### config.mk
export PLATFORM = sky130hd
export DESIGN_NAME = dm_cache_fsm
export DESIGN_NICKNAME = d
export VERILOG_FILES = /design/src/rtl/cache_def.sv /design/src/rtl/dm_cache_fsm.sv
export SDC_FILE = /design/constraint.sdc
export NUM_CORES = 1
export LEC_CHECK = 0
export ABC_CLOCK_PERIOD_IN_PS = 14000
export BUFFER_PORTS_ARGS = -buffer_cell sky130_fd_sc_hd__buf_2
export CAP_MARGIN = 10
export CORE_AREA = 2 2 275 277
export CTS_CLUSTER_SIZE = 30
export DETAILED_ROUTE_END_ITERATION = 7
export DIE_AREA = 0 0 277 279
export GPL_TIMING_DRIVEN = 0
export PLACE_DENSITY = 0.4
export SLEW_MARGIN = 20
export SYNTH_ARGS = -nofsm -noshare
export SYNTH_HDL_FRONTEND = slang
export SYNTH_SLANG_ARGS = --single-unit
### constraint.sdc
create_clock -name clk -period 14 [get_ports clk]
set_clock_uncertainty 0.05 [all_clocks]
set_input_delay 0 -clock clk [delete_from_list [all_inputs] [get_ports clk]]
set_output_delay 0 -clock clk [all_outputs]
set_load 0.01 [all_outputs]
### src/rtl/cache_def.sv
// Shared types and address-split constants for the direct-mapped cache controller.
package cache_def;

   localparam int TAGMSB = 31;
   localparam int TAGLSB = 14;

   typedef struct packed {
      logic                   valid;
      logic                   dirty;
      logic [TAGMSB-TAGLSB:0] tag;
   } cache_tag_type;

   typedef struct packed {
      logic [9:0] index;
      logic       we;
   } cache_req_type;

   typedef logic [127:0] cache_data_type;

   typedef struct packed {
      logic [31:0]  addr;
      logic [127:0] data;
      logic         rw;
      logic         valid;
   } mem_req_type;

   typedef struct packed {
      cache_data_type data;
      logic           ready;
   } mem_data_type;

   typedef struct packed {
      logic [31:0] addr;
      logic [31:0] data;
      logic        rw;
      logic        valid;
   } cpu_req_type;

   typedef struct packed {
      logic [31:0] data;
      logic        ready;
   } cpu_result_type;

   typedef enum logic [1:0] {
      IDLE,
      COMPARE_TAG,
      ALLOCATE,
      WRITE_BACK
   } cache_state_type;

endpackage

### src/rtl/dm_cache_fsm.sv
// Direct-mapped, write-back, write-allocate cache controller.
// state       | meaning
// IDLE        | waiting for a CPU request; array index follows cpu_req.addr
// COMPARE_TAG | tag compare on the latched request; hit completes, miss goes to memory
// ALLOCATE    | line fill outstanding on mem_req; writes the line when memory is ready
// WRITE_BACK  | dirty victim being written to memory before the fill
module dm_cache_fsm
   import cache_def::*;
(
   input  logic           clk,
   input  logic           rst,
   input  cpu_req_type    cpu_req,
   output cpu_result_type cpu_res,
   output mem_req_type    mem_req,
   input  mem_data_type   mem_data,
   output cache_req_type  tag_req,
   output cache_req_type  data_req,
   output cache_tag_type  tag_write,
   input  cache_tag_type  tag_read,
   output cache_data_type data_write,
   input  cache_data_type data_read
);

   cache_state_type state_q, state_d;
   cpu_req_type     req_q, req_d;
   mem_req_type     mem_req_q, mem_req_d;

   logic [9:0]             index;
   logic [TAGMSB-TAGLSB:0] req_tag;
   logic [6:0]             word_lsb;
   logic                   hit;

   always_ff @(posedge clk or posedge rst) begin
      if (rst) begin
         state_q   <= IDLE;
         req_q     <= '0;
         mem_req_q <= '0;
      end else begin
         state_q   <= state_d;
         req_q     <= req_d;
         mem_req_q <= mem_req_d;
      end
   end

   assign mem_req  = mem_req_q;
   assign req_tag  = req_q.addr[TAGMSB:TAGLSB];
   assign word_lsb = {req_q.addr[3:2], 5'b0};
   assign index    = (state_q == IDLE) ? cpu_req.addr[13:4] : req_q.addr[13:4];
   assign hit      = tag_read.valid && (tag_read.tag == req_tag);

   always_comb begin
      state_d        = state_q;
      req_d          = req_q;
      mem_req_d      = mem_req_q;
      cpu_res        = '0;
      tag_req.index  = index;
      tag_req.we     = 1'b0;
      data_req.index = index;
      data_req.we    = 1'b0;
      tag_write      = '{valid: 1'b1, dirty: 1'b0, tag: req_tag};
      data_write     = data_read;

      unique case (state_q)
         IDLE: begin
            if (cpu_req.valid) begin
               req_d   = cpu_req;
               state_d = COMPARE_TAG;
            end
         end
         COMPARE_TAG: begin
            if (hit) begin
               cpu_res.ready = 1'b1;
               cpu_res.data  = data_read[word_lsb +: 32];
               if (req_q.rw) begin
                  tag_req.we                  = 1'b1;
                  data_req.we                 = 1'b1;
                  tag_write.dirty             = 1'b1;
                  data_write[word_lsb +: 32]  = req_q.data;
               end
               state_d = IDLE;
            end else if (tag_read.valid && tag_read.dirty) begin
               mem_req_d = '{addr: {tag_read.tag, req_q.addr[13:4], 4'b0},
                             data: data_read, rw: 1'b1, valid: 1'b1};
               state_d   = WRITE_BACK;
            end else begin
               mem_req_d = '{addr: {req_q.addr[31:4], 4'b0},
                             data: '0, rw: 1'b0, valid: 1'b1};
               state_d   = ALLOCATE;
            end
         end
         WRITE_BACK: begin
            // Victim accepted: switch straight to the fill without dropping valid.
            if (mem_data.ready) begin
               mem_req_d = '{addr: {req_q.addr[31:4], 4'b0},
                             data: '0, rw: 1'b0, valid: 1'b1};
               state_d   = ALLOCATE;
            end
         end
         ALLOCATE: begin
            if (mem_data.ready) begin
               tag_req.we      = 1'b1;
               data_req.we     = 1'b1;
               data_write      = mem_data.data;
               mem_req_d.valid = 1'b0;
               state_d         = COMPARE_TAG;
            end
         end
         default: state_d = IDLE;
      endcase
   end

endmodule
# Word level (Yosys, flattened, before mapping)

Cells that the tools add are included.

Memories: 0
Bits in writable memories: 0
Output and inout port bits: 365
Memory bits (read-only): 0
Bits in latches: 0
Register bits: 229

Divide/modulo/power cells: 0
Multiplexer cells: 25
Add/sub/neg operators: 1
$lt $le $gt $ge: 0
Equal/unequal tests: 8
Shift operators: 3
Reductions and logical operators: 9
Multiply operators: 0
Bitwise logic cells: 0

Operator list:

| operator                                               | number |
|---|---|
| two-way mux 162 bit                                    | 3 |
| two-way mux 128 bit                                    | 3 |
| case mux 161 bit (2 select lines)                      | 1 |
| case mux 128 bit (2 select lines)                      | 1 |
| bitwise mux 128 bit                                    | 1 |
| variable shift 32 x 9 -> 128 bit, first input constant | 1 |
| indexed part select 128 x 8 -> 32 bit                  | 1 |
| indexed part select 32 x 9 -> 128 bit                  | 1 |
| two-way mux 33 bit                                     | 2 |
| == test 18 bit                                         | 1 |
| two-way mux 10 bit                                     | 1 |
| negator 7 -> 9 bit                                     | 1 |
| two-way mux 2 bit                                      | 4 |
| != test 2 bit, second input constant                   | 4 |
| case mux 2 bit (4 select lines)                        | 1 |
| two-way mux 1 bit                                      | 6 |
| AND reduction 3 bit                                    | 2 |
| == test 2 bit, second input constant                   | 2 |
| AND reduction 4 bit                                    | 1 |
| case mux 1 bit (3 select lines)                        | 1 |
| nonzero test 3 bit                                     | 1 |
| == test 2 x 1 -> 1 bit, second input constant          | 1 |
| logical AND 1 bit                                      | 2 |
| logical NOT 2 bit                                      | 1 |
| 3 further kinds                                        | 3 |

# Logic depth before layout (Yosys ltp)

Gate-level depths: netlist of run 1.

Depth in word-level cells: 6
Gate-level depth with buffers: 11
Mapped depth without buffers: 7

# Worst setup path after synthesis of run 1

OpenSTA, ideal clock, no wires.

Kind: register -> output
Start point: register req_q[37] (netlist bit)
End point: output data_write[64]
Buffers on the path: 5
Cell stages (with the launch flop): 12
Arrival time: 2.937 ns
Path slack: 11.013 ns
Path through: dfrtp_1 clkbuf_1 clkbuf_1 clkbuf_1 inv_1 ha_1 nor2b_1 and4_1 clkbuf_1 clkbuf_1 a22oi_1 o211ai_1

Longest elaborated chain between the ends: 6

Ends and longest elaborated chain:

| item                                                                                      | line               | RTL |
|---|---|---|
| start, declared                                                                           | dm_cache_fsm.sv:25 | `cpu_req_type req_q, req_d;` |
| start signal, assigned                                                                    | dm_cache_fsm.sv:40 | `req_q <= req_d;` |
| negator 7 -> 9 bit (*)                                                                    | dm_cache_fsm.sv:78 | `data_write[word_lsb +: 32] = req_q.data;` |
| indexed part select 32 x 9 -> 128 bit or variable shift 32 x 9 -> 128 bit (tied branches) | dm_cache_fsm.sv:78 |  |
| bitwise mux 128 bit (*)                                                                   | dm_cache_fsm.sv:78 |  |
| two-way mux 128 bit (*)                                                                   | dm_cache_fsm.sv:74 | `if (req_q.rw) begin` |
| two-way mux 128 bit (*)                                                                   | dm_cache_fsm.sv:71 | `if (hit) begin` |
| case mux 128 bit (2 select lines) (*)                                                     | dm_cache_fsm.sv:63 | `unique case (state_q)` |
| end, declared                                                                             | dm_cache_fsm.sv:20 | `output cache_data_type data_write,` |

Mark *: on every way between the ends. The rest lies on a longest branch, timed or not.

# Final worst setup path of run 1

Start point: register req_q[37] (netlist bit)
End point: output data_write[124]

The elaborated chain is that of the path after synthesis.

==> results of run 1 <==
[metal layers]
| metal | part of all wire, % | up-vias | wire length, um | GRT usage, % |
|---|---|---|---|---|
| met2 | 47 | 952 | 51150 | 45.15 |
| met5 | 0.064 | - | 69 | 0 |
| met1 | 42 | 8494 | 45200 | 34.50 |
| met4 | 3.2 | 12 | 3513 | 8.250 |
| met3 | 8.0 | 175 | 8718 | 6.209 |
| li1 | - | 7256 | - | - |
[state kept, by name, summed over array words and instances, names as in the netlist]
register / flops
mem_req: 158
req_q: 45
tag_write: 18
state_q: 2
[cells by family (layout without fill, tap and decap cells)]
logic type / after synthesis / in the layout
AO/OA/AOI/OAI: 330 / 330
XOR/XNOR: 18 / 18
adder cells (fa/ha/maj): 9 / 9
buffers and inverters: 305 / 1281
flip-flops: 223 / 223
multiplexers: 280 / 280
other: 2 / 18
AND/OR/NAND/NOR: 330 / 330
[worst paths after layout]
check	to	slack (ns)	depth (start not counted)
max reg2reg	mem_req[71]	10.67	7
max in group asynchronous	req_q[30]	12.42	5
min reg2reg	mem_req[148]	0.45	1
max	data_write[124]	7.99	12
min in group asynchronous	tag_write[12]	0.56	4
min	req_q[25]	0.11	3
[repair_timing]
item | 4_1_cts | 5_1_grt
setup endpoints to repair | 0 | 0
resized for setup | 0 | 0
hold buffers | 218 | 0
endpoints found under the hold margin | 435 | 0
[metrics by stage]
| step | power (mW) | cells | utilization [%] | instance area (um^2) | hold slack [ns] |
|---|---|---|---|---|---|
| 2_1_floorplan | 2.861 | 1500 | - | 14560 | 0.08713 |
| 3_3_place_gp | 4.354 | 3171 | 26.04 | 19290 | 0.1833 |
| 3_5_place_dp | 4.385 | 3174 | 26.18 | 19390 | 0.06199 |
| 4_1_cts | 5.258 | 3445 | 30.43 | 22540 | 0.04779 |
| 5_1_grt | 5.485 | 3450 | 30.45 | 22550 | 0.1057 |
| 6_report | 5.218 | 3458 | 30.48 | 22570 | 0.1085 |
[tightest hold or removal path, cell delays in order]
cell           delay (ns)
dlygate4sd3_1        0.52
buf_2                0.10
mux2_2               0.13
[layout make-up]
class	instances	area [um^2]	area share, %
Sequential cell	223	5580	24.72
Tap cell	969	1212	5.371
Antenna cell	13	32.53	0.1441
Buffer	168	813.3	3.603
Inverter	137	521.8	2.311
Multi-Input combinational cell	972	7670	33.98
Clock inverter	13	138.9	0.6152
Timing Repair Buffer	923	5778	25.60
Clock buffer	40	827.0	3.664
[power by group through the flow]
stage	logic (mW)	registers, mW	clock network [mW]
final	3.15	1.28	0.787
after global routing	3.34	1.31	0.834
after CTS	3.17	1.28	0.807
after detailed placement	3.10	1.28	0
after global placement	3.07	1.28	0
after floorplan	1.62	1.24	0
[cell usage in the layout (no fill, tap or decap), types with 3 or more instances in the layout]
master | synthesis | layout
diode_2 | 0 | 13
mux2_2 | 118 | 118
buf_4 | 37 | 37
clkbuf_2 | 0 | 8
nor3_1 | 3 | 3
nand4_1 | 7 | 7
dlygate4sd3_1 | 0 | 218
a221o_1 | 32 | 32
ha_1 | 9 | 9
dfrtp_1 | 223 | 223
clkbuf_8 | 0 | 6
mux2i_1 | 128 | 128
clkbuf_16 | 0 | 29
clkinv_2 | 0 | 7
and2_1 | 67 | 67
nand2_1 | 232 | 232
buf_1 | 7 | 4
o211ai_1 | 192 | 192
inv_1 | 137 | 136
conb_1 | 2 | 5
clkbuf_1 | 105 | 102
xnor2_1 | 10 | 10
buf_2 | 18 | 723
nand3_1 | 6 | 6
xor2_1 | 8 | 8
mux4_2 | 32 | 32
a22oi_1 | 97 | 97
buf_16 | 0 | 3
nor2_1 | 7 | 7
==> impl_metrics.ini, run 1 <==
[synthesis]
synth.area.top_cells = dfrtp_1 38%, o211ai_1 9.9%, mux2_2 9.1%
synth_cell_type_count = 37
netlist_area_um2 = 14550
post_synth_inst_count = 1497
synth_compound_area_share_pct = 17.59
synth_flop_cell = dfrtp_1
area_fraction_in_and_or_nand_and_nor_cells_after_synthesis_pct = 10.03
syn_area_per_cell_um2 = 9.721
synth_warnings = 0
synth_adder_area_share_pct = 0.7738
synth.yosys.seq_area_share_pct = 38.35
number_of_enable_flip_flop_cells_after_synthesis = 0
yosys_register_bits = 223
synth.largest_area_cell = dfrtp_1
synth_top_cell_area_share_pct = 38.35
synth_top_family_by_area = multiplexers
mux_contribution_to_synthesized_area_pct = 23.09
postSynth.asyncResetShare_pct = 100.0
list_of_most_frequent_post_synthesis_cells = 232 x nand2_1, 223 x dfrtp_1, 192 x o211ai_1, 137 x inv_1, 128 x mux2i_1
synth_area_in_xor_xnor_pct = 1.083
synth.most_common_cell = nand2_1

[worst_setup_path]
timing.critical_path.buf_inv = 6
critical_path_start_end_classification = flop to output pin
critical_path.cell_chain = clkbuf_1 -> clkbuf_2 -> clkbuf_2 -> inv_1 -> ha_1 -> nor2b_1 -> nand3_1 -> nor2_1 -> clkbuf_1 -> a22oi_1 -> o211ai_1 -> buf_2
worstPathRequired_ns = 13.95
timing.critical_path.fanout_max = 10
startpoint = req_q[37]
critical_path_start_type = flop
worstReg2RegStart = state_q[0]
setup.worst_path.end_class = output pin
timing.critical_path.slowest_cell_delay_ns = 0.74
kind_of_cell_adding_the_most_delay_to_the_critical_path = buffers and inverters
crit_path_top_delay_cell = nor2_1
worst_ep_arrival_ns = 5.96

[routing]
vias = 16890
drt_pre_antenna_iters = 6
route.detailed.drc = 0
routed_wire_length_um = 108600
avgRoutedWirePerCell_um = 31.42
dr.first_iter.drc_count = 1270
via_per_inst = 4.884
route.antenna.remaining_nets = 0

[outcome]
run_status = completed

[power_and_ir_drop]
power_density_nw_per_um2 = 231.2
switching_share_pct = 48.64
pwr-share-clk_pct = 15.1
worst_ir_drop_vdd_mv = 0.1241
netSwitchingPower_mw = 2.538
p_leak_nw = 10.59
p_int_mw = 2.680
part_of_the_total_power_dissipated_in_combinational_logic_pct = 60.4
power_frac_seq_pct = 24.5

[sta]
final-setup-viol-count = 0
worst_slew_margin_rel_pct = 21.89
max_slew.worst_pin.slew_ns = 1.172
finalCriticalPeriod_ns = 6.006
rsz0062_at_grt = no
setup-tns-final_ns = 0
finalWorstSetupSlack_ns = 7.994
number_of_max_slew_violations_in_the_final_report = 0
final-hold-violation-count = 0
min_period_over_period_pct = 42.90
fmax_ghz = 0.1665

[place]
io_buffers = 702
dp.final_hpwl_um = 85810
post-place-ws_ns = 8.630
routabilityCongestion = 0.8953

[global_route]
grt_first_pass_wirelength_um = 145000
gr-usage-all-layers_pct = 26.99
grt_antenna_before_repair = 26
first_global_vias = 17200
sum_of_overflow_across_all_layers_after_global_routing = 0
largest_net_degree_at_the_start_of_global_routing = 93

[floorplanning]
pin_count = 710
floorplan.initialDensity_pct = 19.65
core-area_um2 = 74070
die_width_um = 277
placement_rows = 100
die_y_um = 279
design.die.area_um2 = 77280

[run]
maxCapViolations = 0

[cts]
number_of_buffers_created_by_cts = 29
cts.root.buffer_cell = clkbuf_16
post_cts_buffers = 0
max-clock-path-buffers = 3
clock_latency_reported_for_the_late_side_of_the_worst_skew_pair_ns = 0.61
clkTransAtPathRegs_ns = 0.07
clkSinkCount = 223
tritoncts_clock_tree = built
h-tree-depth = 1

[finish]
final_layout_size_suffix_gt1_share_pct = 39.34
finalNetCount = 2808
final.fill_count = 7994
areaGrowthSynthToFinish_pct = 55.12

[hold_path]
hold_path_startpoint = cpu_req[25]
worstHoldPathType = input pin to flop
Power figures use the tool's default switching activity.
==> run 2: changes to the inputs <==
- ABC_AREA: unset -> 1
- ABC_CLOCK_PERIOD_IN_PS: 14000 -> 6120
- PLACE_DENSITY: 0.4 -> 0.45
- clock period: 14 -> 6.12 ns (I/O delays scaled with it)
==> impl_metrics.ini, run 2 <==
[outcome]
run_status = completed

[cts]
clock_latency_reported_for_the_late_side_of_the_worst_skew_pair_ns = 0.62
h-tree-depth = 1
tritoncts_clock_tree = built
postCtsHoldBufs = 214
clkSinkCount = 223
clkTransAtPathRegs_ns = 0.07
cts.root.buffer_cell = clkbuf_16
cts_resized = 0
max-clock-path-buffers = 3
post_cts_buffers = 0
number_of_buffers_created_by_cts = 31

[synthesis]
netlist_area_um2 = 18070
post_synth_inst_count = 3031
syn_area_per_cell_um2 = 5.960
synth_warnings = 0
synth.most_common_cell = nand2_1
synth_cell_type_count = 32
synth.largest_area_cell = dfrtp_1
yosys_register_bits = 223
synth.yosys.seq_area_share_pct = 30.89
list_of_most_frequent_post_synthesis_cells = 804 x nand2_1, 516 x nor2_1, 309 x inv_1, 239 x a21oi_1, 236 x o21ai_0
synth_flop_cell = dfrtp_1
postSynth.asyncResetShare_pct = 100.0
number_of_enable_flip_flop_cells_after_synthesis = 0
synth.area.top_cells = dfrtp_1 31%, nand2_1 17%, nor2_1 11%
synth_top_cell_area_share_pct = 30.89

[global_route]
largest_net_degree_at_the_start_of_global_routing = 31
gr-usage-all-layers_pct = 33.41
sum_of_overflow_across_all_layers_after_global_routing = 0
grt_antenna_before_repair = 32
first_global_vias = 24330
grt_first_pass_wirelength_um = 184100

[sta]
finalHoldWorstSlack_ns = 0.01254
fmax_ghz = 0.2039
finalWorstSetupSlack_ns = 1.215
number_of_max_slew_violations_in_the_final_report = 0
max_slew.worst_pin.slew_ns = 1.229
worst_slew_margin_rel_pct = 18.08
finalCriticalPeriod_ns = 4.905
final-setup-viol-count = 0
setup-tns-final_ns = 0
min_period_over_period_pct = 80.15
final-hold-violation-count = 0
rsz0062_at_grt = no

[finish]
areaGrowthSynthToFinish_pct = 44.68
finalNetCount = 4345
most_frequent_cells_in_the_layout = 804 x nand2_1, 732 x buf_2, 516 x nor2_1
finalNonFillerCells = 4990
most_common_cell_after_layout_fill_and_taps_aside = nand2_1
largest_register_ffs = 158
final_layout_size_suffix_gt1_share_pct = 21.90

[hold_path]
worstHoldPathType = input pin to flop

[routing]
routed_wire_length_um = 134800
route.detailed.drc = 0
route.antenna.remaining_nets = 0
vias = 25410
via_per_inst = 5.092
drt_pre_antenna_iters = 6
avgRoutedWirePerCell_um = 27.01
dr.first_iter.drc_count = 2715

[place]
post-place-ws_ns = 2.063
routabilityCongestion = 1.011
dp.cells = 4713
io_buffers = 702
dp.final_hpwl_um = 109900

[power_and_ir_drop]
switching_share_pct = 57.34
netSwitchingPower_mw = 8.848
part_of_the_total_power_dissipated_in_combinational_logic_pct = 71.5
pwr-share-clk_pct = 12.0
p_int_mw = 6.582
post-layout-total-power_mw = 15.43
p_leak_nw = 14.36
power_density_nw_per_um2 = 590.3
worst_ir_drop_vdd_mv = 0.2536
power_frac_seq_pct = 16.4

[floorplanning]
core-area_um2 = 74070
die_width_um = 277
pin_count = 710
design.die.area_um2 = 77280
floorplan.initialDensity_pct = 24.39
die_y_um = 279
placement_rows = 100

[worst_setup_path]
critical_path_start_end_classification = flop to output pin
setup.worst_path.end_class = output pin
worstPathRequired_ns = 6.07
timing.critical_path.fanout_max = 12
worst_ep_arrival_ns = 4.85
critical_path_start_type = flop

[run]
maxCapViolations = 0
## run 2: cell count changes after synthesis, moves of 114 or more
cell / delta
nand2_1: +572
a21oi_1: +239
mux2i_1: -125
o211ai_1: -192
nand4_1: +128
o21ai_0: +235
inv_1: +172
mux2_2: -114
nand3_1: +126
nor2_1: +509
## run 2: per-layer routing
metal | GRT usage (%) | vias up | routed length, um
met5 | 0 | - | 150
met4 | 15.82 | 26 | 7224
met2 | 55.29 | 1323 | 62010
met1 | 41.01 | 12110 | 53100
li1 | - | 11670 | -
met3 | 7.723 | 275 | 12290
## run 2: cell families (layout without fill, tap and decap cells)
| group | Yosys count | count (layout) | synth area share (%) |
|---|---|---|---|
| simple gates | 1594 | 1594 | 36.08 |
| flops | 223 | 223 | 30.89 |
| fa+ha+maj | 9 | 9 | 0.6233 |
| buf+inv | 590 | 1566 | 13.90 |
| other cells | 2 | 16 | 0.04157 |
| mux | 7 | 7 | 0.4155 |
| compound gates | 604 | 604 | 17.96 |
| xor+xnor | 2 | 2 | 0.09698 |
## run 2: final cells by class
type                            instances  area, um^2
Sequential cell                       223        5580
Fill cell                            8480       47930
Multi-Input combinational cell       2221        9986
Antenna cell                           11       27.53
Inverter                              319        1201
Clock buffer                           44       894.6
Clock inverter                          8       103.9
Buffer                                271        1316
Timing Repair Buffer                  924        5816
Tap cell                              969        1212
## run 2: power groups by stage
stage	registers (mW)	logic (mW)	clock network, mW
5_1_grt	2.61	11.8	1.95
3_3_place_gp	2.54	10.8	0
6_report	2.53	11.0	1.86
3_5_place_dp	2.54	10.8	0
2_1_floorplan	2.70	5.56	0
4_1_cts	2.53	10.9	1.89
## run 2: final timing paths
path	to	slack (ns)	from	cells after the start
max	data_write[110]	1.22	req_q[37]	14
min	mem_req[1]	0.01	tag_read[19]	5
max reg2reg	state_q[0]	3.18	tag_write[10]	10
min reg2reg	mem_req[44]	0.42	mem_req[44]	2
max in group asynchronous	req_q[6]	4.31	rst	8
min in group asynchronous	mem_req[30]	0.53	rst	4
## run 2: critical path: stages (launching register included)
cell      delay, ns
dfrtp_1        0.40
clkbuf_1       0.28
inv_1          0.19
clkbuf_1       0.39
clkbuf_1       0.65
ha_1           0.40
nor2_1         0.20
nand2_1        0.21
clkbuf_1       0.37
o22ai_1        0.21
inv_1          0.06
nor2_1         0.10
nor2_1         0.05
a21oi_1        0.48
buf_2          0.24
## run 2: stage by stage
| step | utilization, % | cell area [um^2] |
|---|---|---|
| 3_3_place_gp | 30.79 | 22810 |
| 3_5_place_dp | 31.01 | 22970 |
| 2_1_floorplan | - | 18080 |
| 5_1_grt | 35.27 | 26130 |
| 4_1_cts | 35.25 | 26110 |
| 6_report | 35.29 | 26140 |
